$ cat src/rtl/jstk2_pkg.sv
// Shared constants and frame layout for the PmodJSTK2 SPI link.
// Imported by the joystick reader and the responder model.
package jstk2_pkg;

   localparam int         JSTK2_PKT_BYTES   = 5;
   localparam logic [2:0] JSTK2_PKT_CNT     = 3'd5;
   localparam logic [7:0] JSTK2_CMD_SET_LED = 8'h84;
   localparam logic [7:0] JSTK2_CMD_READ    = 8'hC0;

   localparam logic [2:0] BYTE_X_LO = 3'd0;
   localparam logic [2:0] BYTE_X_HI = 3'd1;
   localparam logic [2:0] BYTE_Y_LO = 3'd2;
   localparam logic [2:0] BYTE_Y_HI = 3'd3;
   localparam logic [2:0] BYTE_BTN  = 3'd4;

   typedef enum logic {
      IDLE = 1'b0,
      XFER = 1'b1
   } jstk2_state_t;

   function automatic logic [7:0] jstk2_frame_byte(
      input logic [9:0] x,
      input logic [9:0] y,
      input logic [7:0] b,
      input logic [2:0] idx
   );
      logic [7:0] r;
      r = 8'h00;
      unique case (idx)
         BYTE_X_LO: r = x[7:0];
         BYTE_X_HI: r = {6'b0, x[9:8]};
         BYTE_Y_LO: r = y[7:0];
         BYTE_Y_HI: r = {6'b0, y[9:8]};
         BYTE_BTN:  r = b;
         default:   r = 8'h00;
      endcase
      return r;
   endfunction

endpackage

$ cat src/rtl/spi_sync_edge.sv
// Multi-flop synchronizer with registered edge pulses.
// level is delayed to line up with the rise/fall pulses.
module spi_sync_edge #(
   parameter int STAGES = 2
) (
   input  logic CLK,
   input  logic din,
   output logic level,
   output logic rise,
   output logic fall
);

   logic [STAGES-1:0] sr;
   logic              prev;

   // No reset: the chain keeps tracking the pin so reset never fakes an edge.
   always_ff @(posedge CLK) begin
      sr   <= {sr[STAGES-2:0], din};
      prev <= sr[STAGES-1];
      rise <= sr[STAGES-1] & ~prev;
      fall <= ~sr[STAGES-1] & prev;
   end

   assign level = prev;

endmodule

$ cat src/rtl/jstk2_spi_responder.sv
// SPI mode-0 responder emulating a PmodJSTK2 joystick.
// Returns X/Y/buttons and captures the 5-byte command frame.
module jstk2_spi_responder
   import jstk2_pkg::*;
#(
   parameter int         SYNC_STAGES = 2,
   parameter logic [7:0] DUMMY_BYTE  = 8'h00
) (
   input  logic        CLK,
   input  logic        RST_n,
   input  logic        SCK,
   input  logic        CS_n,
   input  logic        MOSI,
   output logic        MISO,
   input  logic [9:0]  x_val,
   input  logic [9:0]  y_val,
   input  logic [7:0]  btn,
   output logic [7:0]  rx_cmd,
   output logic [31:0] rx_param,
   output logic        rx_valid,
   output logic [23:0] led_rgb
);

   logic sck_lvl, sck_rise, sck_fall;
   logic cs_lvl, cs_rise, cs_fall;
   logic mosi_s, mosi_rise, mosi_fall;

   spi_sync_edge #(.STAGES(SYNC_STAGES)) u_sck (
      .CLK(CLK), .din(SCK),
      .level(sck_lvl), .rise(sck_rise), .fall(sck_fall)
   );

   spi_sync_edge #(.STAGES(SYNC_STAGES)) u_cs (
      .CLK(CLK), .din(CS_n),
      .level(cs_lvl), .rise(cs_rise), .fall(cs_fall)
   );

   spi_sync_edge #(.STAGES(SYNC_STAGES)) u_mosi (
      .CLK(CLK), .din(MOSI),
      .level(mosi_s), .rise(mosi_rise), .fall(mosi_fall)
   );

   jstk2_state_t state;
   logic [2:0]   bit_cnt;
   logic [2:0]   byte_cnt;
   logic [7:0]   tx_shift;
   logic [7:0]   rx_shift;
   logic [7:0]   tx_frame [JSTK2_PKT_BYTES];
   logic [7:0]   rx_bytes [JSTK2_PKT_BYTES];

   logic [7:0] byte0;
   logic [7:0] next_tx;
   logic [7:0] rx_byte;
   logic       pkt_done;

   always_comb begin
      byte0    = jstk2_frame_byte(x_val, y_val, btn, BYTE_X_LO);
      next_tx  = DUMMY_BYTE;
      if (byte_cnt < JSTK2_PKT_CNT)
         next_tx = tx_frame[byte_cnt];
      rx_byte  = {rx_shift[6:0], mosi_s};
      pkt_done = (byte_cnt == JSTK2_PKT_CNT) && (bit_cnt == 3'd0);
   end

   always_ff @(posedge CLK) begin
      if (!RST_n) begin
         state    <= IDLE;
         bit_cnt  <= 3'd0;
         byte_cnt <= 3'd0;
         tx_shift <= 8'h00;
         rx_shift <= 8'h00;
         MISO     <= 1'b0;
         rx_cmd   <= 8'h00;
         rx_param <= 32'h0;
         rx_valid <= 1'b0;
         led_rgb  <= 24'h0;
         for (int i = 0; i < JSTK2_PKT_BYTES; i++) begin
            tx_frame[i] <= 8'h00;
            rx_bytes[i] <= 8'h00;
         end
      end else begin
         rx_valid <= 1'b0;
         if (cs_fall) begin
            state    <= XFER;
            bit_cnt  <= 3'd0;
            byte_cnt <= 3'd0;
            tx_shift <= byte0;
            MISO     <= byte0[7];
            for (int i = 0; i < JSTK2_PKT_BYTES; i++)
               tx_frame[i] <= jstk2_frame_byte(x_val, y_val, btn, 3'(i));
         end else if (state == XFER) begin
            // CS release takes priority over any coincident SCK edge.
            if (cs_rise || cs_lvl) begin
               state <= IDLE;
               MISO  <= 1'b0;
               if (cs_rise && pkt_done) begin
                  rx_cmd   <= rx_bytes[0];
                  rx_param <= {rx_bytes[1], rx_bytes[2],
                               rx_bytes[3], rx_bytes[4]};
                  rx_valid <= 1'b1;
                  if (rx_bytes[0] == JSTK2_CMD_SET_LED)
                     led_rgb <= {rx_bytes[1], rx_bytes[2], rx_bytes[3]};
               end
            end else if (sck_rise) begin
               rx_shift <= rx_byte;
               bit_cnt  <= bit_cnt + 3'd1;
               if (bit_cnt == 3'd7) begin
                  if (byte_cnt < JSTK2_PKT_CNT) begin
                     rx_bytes[byte_cnt] <= rx_byte;
                     byte_cnt           <= byte_cnt + 3'd1;
                  end
               end
            end else if (sck_fall) begin
               if (bit_cnt == 3'd0) begin
                  tx_shift <= next_tx;
                  MISO     <= next_tx[7];
               end else begin
                  tx_shift <= {tx_shift[6:0], 1'b0};
                  MISO     <= tx_shift[6];
               end
            end
         end
      end
   end

   a_no_restart: assert property (@(posedge CLK) disable iff (!RST_n)
      !(cs_fall && state == XFER));

   a_sck_idle_low: assert property (@(posedge CLK) disable iff (!RST_n)
      cs_fall |-> !sck_lvl);

   a_mosi_setup: assert property (@(posedge CLK) disable iff (!RST_n)
      (state == XFER && sck_rise) |-> !(mosi_rise || mosi_fall));

endmodule

$ cat config.mk
export PLATFORM = sky130hd
export DESIGN_NAME = jstk2_spi_responder
export DESIGN_NICKNAME = d
export VERILOG_FILES = /design/src/rtl/jstk2_pkg.sv /design/src/rtl/spi_sync_edge.sv /design/src/rtl/jstk2_spi_responder.sv
export SDC_FILE = /design/constraint.sdc
export NUM_CORES = 1
export LEC_CHECK = 0
export ABC_CLOCK_PERIOD_IN_PS = 2400
export CORE_UTILIZATION = 54
export CTS_BUF_LIST = sky130_fd_sc_hd__clkbuf_16
export CTS_CLUSTER_SIZE = 16
export DETAILED_ROUTE_END_ITERATION = 7
export PLACE_DENSITY = 0.8
export RECOVER_POWER = 100
export SYNTH_ARGS = -nofsm -noshare
export SYNTH_HDL_FRONTEND = slang
export SYNTH_SLANG_ARGS = --single-unit
$ cat constraint.sdc
create_clock -name CLK -period 2.4 [get_ports CLK]
set_input_delay 0.6 -clock CLK [delete_from_list [all_inputs] [get_ports CLK]]
set_output_delay 0.6 -clock CLK [all_outputs]
set_load 0.05 [all_outputs]
==> impl_metrics.prom <==
# TYPE chip_impl_metric gauge
chip_impl_info{name="status",value="finished with violations"} 1
chip_impl_info{name="failed_checks",value="design-rule violations"} 1
chip_impl_info{name="setup.worst_path.end_class",value="output port"} 1
chip_impl_metric{name="synthesis.yosys.warnings",unit=""} 0
chip_impl_info{name="rsz_0062_raised_after_global_routing",value="no"} 1
chip_impl_metric{name="ff2ff_path_depth",unit=""} 4
chip_impl_metric{name="area.sequential",unit="mm2"} 0.004104
chip_impl_metric{name="first_global_vias",unit=""} 4554
chip_impl_info{name="mostFrequentLayoutCells",value="sky130_fd_sc_hd__nand2_1 (109), sky130_fd_sc_hd__dfxtp_1 (103), sky130_fd_sc_hd__dlygate4sd3_1 (70)"} 1
chip_impl_metric{name="grt_antenna_before_repair",unit=""} 0
chip_impl_metric{name="fillCellCount",unit=""} 849
chip_impl_metric{name="clock_pin_slew_reported_for_the_worst_setup_and_hold_paths_after_clock_tree_synthesis",unit="ps"} 70
chip_impl_info{name="cts_root_buffer",value="sky130_fd_sc_hd__clkbuf_16"} 1
chip_impl_metric{name="layout_min_cycle_time",unit="ps"} 2275
chip_impl_metric{name="placed_cell_area",unit="mm2"} 0.007656
chip_impl_metric{name="grt_max_degree",unit=""} 48
chip_impl_metric{name="io_buffers",unit=""} 98
chip_impl_info{name="tritoncts",value="done"} 1
chip_impl_metric{name="start_util",unit="%"} 56.46
chip_impl_metric{name="dp_hpwl",unit="um"} 9428
chip_impl_info{name="worst_path_dominant_cell_family",value="buffers and inverters"} 1
chip_impl_metric{name="row_count",unit=""} 39
chip_impl_metric{name="drt-vias-per-instance",unit=""} 5.604
chip_impl_metric{name="floorplan.die_area",unit="mm2"} 0.01259
chip_impl_metric{name="gpl.final_weighted_congestion",unit=""} 0.8255
chip_impl_metric{name="total_inserted_antenna_cells",unit=""} 0
chip_impl_metric{name="post_synth.cell_area_avg",unit="um2"} 11.02
chip_impl_metric{name="route.antenna.remaining_nets",unit=""} 0
chip_impl_metric{name="ys_seq_area_share",unit="%"} 62.58
chip_impl_metric{name="clock_tree.buffer_depth",unit=""} 2
chip_impl_metric{name="cts_hold_fix_bufs",unit=""} 0
chip_impl_info{name="worst_hold_path_type",value="flip-flop to flip-flop"} 1
chip_impl_metric{name="area_growth_syn_to_layout",unit="%"} 24.08
chip_impl_metric{name="final_area",unit="mm2"} 0.008137
chip_impl_metric{name="setup_viol",unit=""} 0
chip_impl_metric{name="whs_path_depth",unit=""} 0
chip_impl_info{name="layout_commonest_cell",value="sky130_fd_sc_hd__nand2_1"} 1
chip_impl_metric{name="drt-pass1-iter-count",unit=""} 8
chip_impl_metric{name="pin_count",unit=""} 99
chip_impl_metric{name="postCtsResizedCells",unit=""} 0
chip_impl_metric{name="drc",unit=""} 8
chip_impl_metric{name="cap_violations",unit=""} 0
chip_impl_info{name="rr_startpoint",value="state"} 1
chip_impl_metric{name="cts.repair_timing.setup_buffer_count",unit=""} 0
chip_impl_info{name="synth_top_cells_by_area",value="sky130_fd_sc_hd__dfxtp_1 (31%), sky130_fd_sc_hd__edfxtp_1 (31%), sky130_fd_sc_hd__nand2_1 (6.2%), sky130_fd_sc_hd__mux2i_1 (4.6%), sky130_fd_sc_hd__a21oi_1 (3.9%)"} 1
chip_impl_info{name="post-synth-top-area-cell",value="sky130_fd_sc_hd__dfxtp_1"} 1
chip_impl_metric{name="fin_tns_setup",unit="ps"} 0
chip_impl_info{name="worst_path_max_delay_cell",value="sky130_fd_sc_hd__dlygate4sd3_1"} 1
chip_impl_metric{name="grt_pass1_wl",unit="um"} 22510
chip_impl_info{name="criticalPathCategory",value="flip-flop to output port"} 1
chip_impl_metric{name="critPathArrivalTime",unit="ps"} 1670
chip_impl_metric{name="crit_buf_inv",unit=""} 1
chip_impl_metric{name="multi_input_area",unit="mm2"} 0.002226
chip_impl_metric{name="timing.reg2reg.setup_slack",unit="ps"} 280
chip_impl_metric{name="clock-sinks",unit=""} 171
chip_impl_info{name="critPathLaunchType",value="flip-flop"} 1
chip_impl_info{name="hold_crit_endpoint",value="u_mosi.sr[1]"} 1
chip_impl_metric{name="drive_gt1_share",unit="%"} 6.838
chip_impl_metric{name="leftover_overflow_at_the_end_of_global_routing",unit=""} 0
chip_impl_metric{name="synth_cells",unit=""} 595
chip_impl_metric{name="synth_async_sr_flop_share",unit="%"} 0
chip_impl_metric{name="synth_enable_flop_cells",unit=""} 68
chip_impl_metric{name="layout_worst_path_cycle_share",unit="%"} 94.79
chip_impl_metric{name="drt_iter0_drc",unit=""} 432
chip_impl_info{name="regToRegEndpoint",value="rx_bytes[3][6]"} 1
chip_impl_metric{name="mappedNetlistArea",unit="mm2"} 0.006558
chip_impl_metric{name="vdd_drop_max",unit="mV"} 0.4688
chip_impl_metric{name="finalHoldViolCount",unit=""} 0
chip_impl_metric{name="netlist-cell-type-count",unit=""} 45
chip_impl_metric{name="worst_skew_pair.late_latency",unit="ps"} 430
chip_impl_metric{name="cts.htree.levels",unit=""} 4
chip_impl_metric{name="grt_use_total",unit="%"} 23.08
chip_impl_metric{name="worst_clock_skew",unit="ps"} 12.60
chip_impl_metric{name="routedWlPerCell",unit="um"} 16.26
chip_impl_metric{name="power_leakage",unit="nW"} 3.403
chip_impl_metric{name="powerDensity",unit="mW/mm2"} 701.6
chip_impl_metric{name="worst_slew_margin_relative_to_its_limit",unit="%"} 47.51
chip_impl_metric{name="die_w",unit="um"} 112.2
chip_impl_metric{name="max_fclk",unit="MHz"} 439.6
chip_impl_metric{name="cp.required",unit="ps"} 1800
chip_impl_metric{name="core_region_area",unit="mm2"} 0.01161
chip_impl_metric{name="die_height",unit="um"} 112.2
chip_impl_metric{name="postSynthNetCount",unit=""} 633
chip_impl_metric{name="final_nets",unit=""} 727
chip_impl_metric{name="synth_top_area_share",unit="%"} 31.44
chip_impl_info{name="dominantRegCellSynth",value="sky130_fd_sc_hd__dfxtp_1"} 1
chip_impl_metric{name="total_vias_in_the_final_route",unit=""} 4735
chip_impl_metric{name="worst_slew_pin_slew",unit="ps"} 787.3
chip_impl_metric{name="report.final.slew_viol_count",unit=""} 0
chip_impl_metric{name="synth_seq_cells",unit=""} 171
chip_impl_info{name="crit_chain",value="dlygate4sd3_1"} 1
chip_impl_metric{name="critical_path.max_fanout",unit=""} 2
chip_impl_info{name="worstHoldStart",value="u_mosi.sr[0]"} 1
chip_impl_metric{name="tritoncts.num_buffers",unit=""} 17
chip_impl_metric{name="drt_wirelength",unit="um"} 13740
chip_impl_metric{name="worst_path_largest_cell_delay",unit="ps"} 910
[state kept, by name (all words and copies together) (netlist names), 3 cells and up, named ones only]
signal / count
byte_cnt: 3
led_rgb: 24
rx_bytes: 40
bit_cnt: 3
rx_shift: 7
rx_param: 32
tx_shift: 7
rx_cmd: 8
tx_frame: 28
[metal layers]
layer	wire length [um]	up-vias	part of all wire (%)	track usage, %
li1	-	2255	-	-
met2	6841	190	50	38.22
met5	0	-	0	0
met4	312	0	2.3	9.956
met3	780	32	5.7	5.022
met1	5806	2258	42	29.39
[worst reg2reg max path: stages, from the launching register on]
cell and delay [ps]:
sky130_fd_sc_hd__dfxtp_1 470, sky130_fd_sc_hd__nand4bb_4 260, sky130_fd_sc_hd__nor3_1 420, sky130_fd_sc_hd__and4_1 280, sky130_fd_sc_hd__nand2b_1 350
[power by group]
| group | internal [mW] | leakage (nW) | switching [mW] |
|---|---|---|---|
| logic | 0.0880 | 1.57 | 0.107 |
| registers | 3.09 | 1.56 | 0.0372 |
| clock network | 1.35 | 0.278 | 1.04 |
| total | 4.52 | 3.40 | 1.19 |
[how the worst max path moves through the flow]
stage,from,endpoint,slack [ps],depth (start not counted)
global route,RST_n,rx_param[14],90,5
floorplan,RST_n,rx_bytes[4][0],230,5
finish,led_rgb[23],led_rgb[23],130,1
global placement,RST_n,rx_bytes[1][5],80,5
detailed placement,RST_n,rx_bytes[3][3],40,5
CTS,rx_cmd[4],rx_cmd[4],180,1
[logic make-up after synthesis]
family	after synthesis	synth area share (%)
AOI/OAI and AO/OA	88	7.575
xor gates and xnor gates	2	0.2672
adders and majority gates	5	0.9540
buffers and inverters	44	3.244
DFF	171	62.58
muxes	32	5.266
and+or+nand+nor	253	20.11
[stage by stage]
| step | cells | hold slack (ps) | setup WS (ps) | util (%) | total power, mW |
|---|---|---|---|---|---|
| after floorplan | 595 | 309.6 | 230.3 | - | 3.280 |
| after global placement | 813 | 312.2 | 81.92 | 65.92 | 3.371 |
| after detailed placement | 813 | 314.7 | 38.73 | 65.92 | 3.381 |
| after CTS | 845 | 326.1 | 183.6 | 70.37 | 5.720 |
| after global routing | 845 | 334.0 | 87.56 | 70.06 | 5.877 |
| final | 845 | 323.8 | 125.1 | 70.06 | 5.709 |
[Yosys cell counts (8+ instances only)]
library cell / n
sky130_fd_sc_hd__nand2b_1: 12
sky130_fd_sc_hd__and3_1: 37
sky130_fd_sc_hd__and2_1: 34
sky130_fd_sc_hd__edfxtp_1: 68
sky130_fd_sc_hd__o21ai_0: 14
sky130_fd_sc_hd__buf_2: 8
sky130_fd_sc_hd__mux2i_1: 30
sky130_fd_sc_hd__a21oi_1: 51
sky130_fd_sc_hd__clkbuf_1: 23
sky130_fd_sc_hd__nor2_1: 31
sky130_fd_sc_hd__nand2_1: 109
sky130_fd_sc_hd__dfxtp_1: 103
[final cells by class]
type,count,share of cell area (%)
inverter,5,0.2307
multi-input combinational,380,27.36
timing repair buffer,114,13.42
clock inverter,14,0.8150
sequential,171,50.44
tap,143,2.199
clock buffer,18,5.536
No activity file was read; power rests on OpenSTA's default activity.
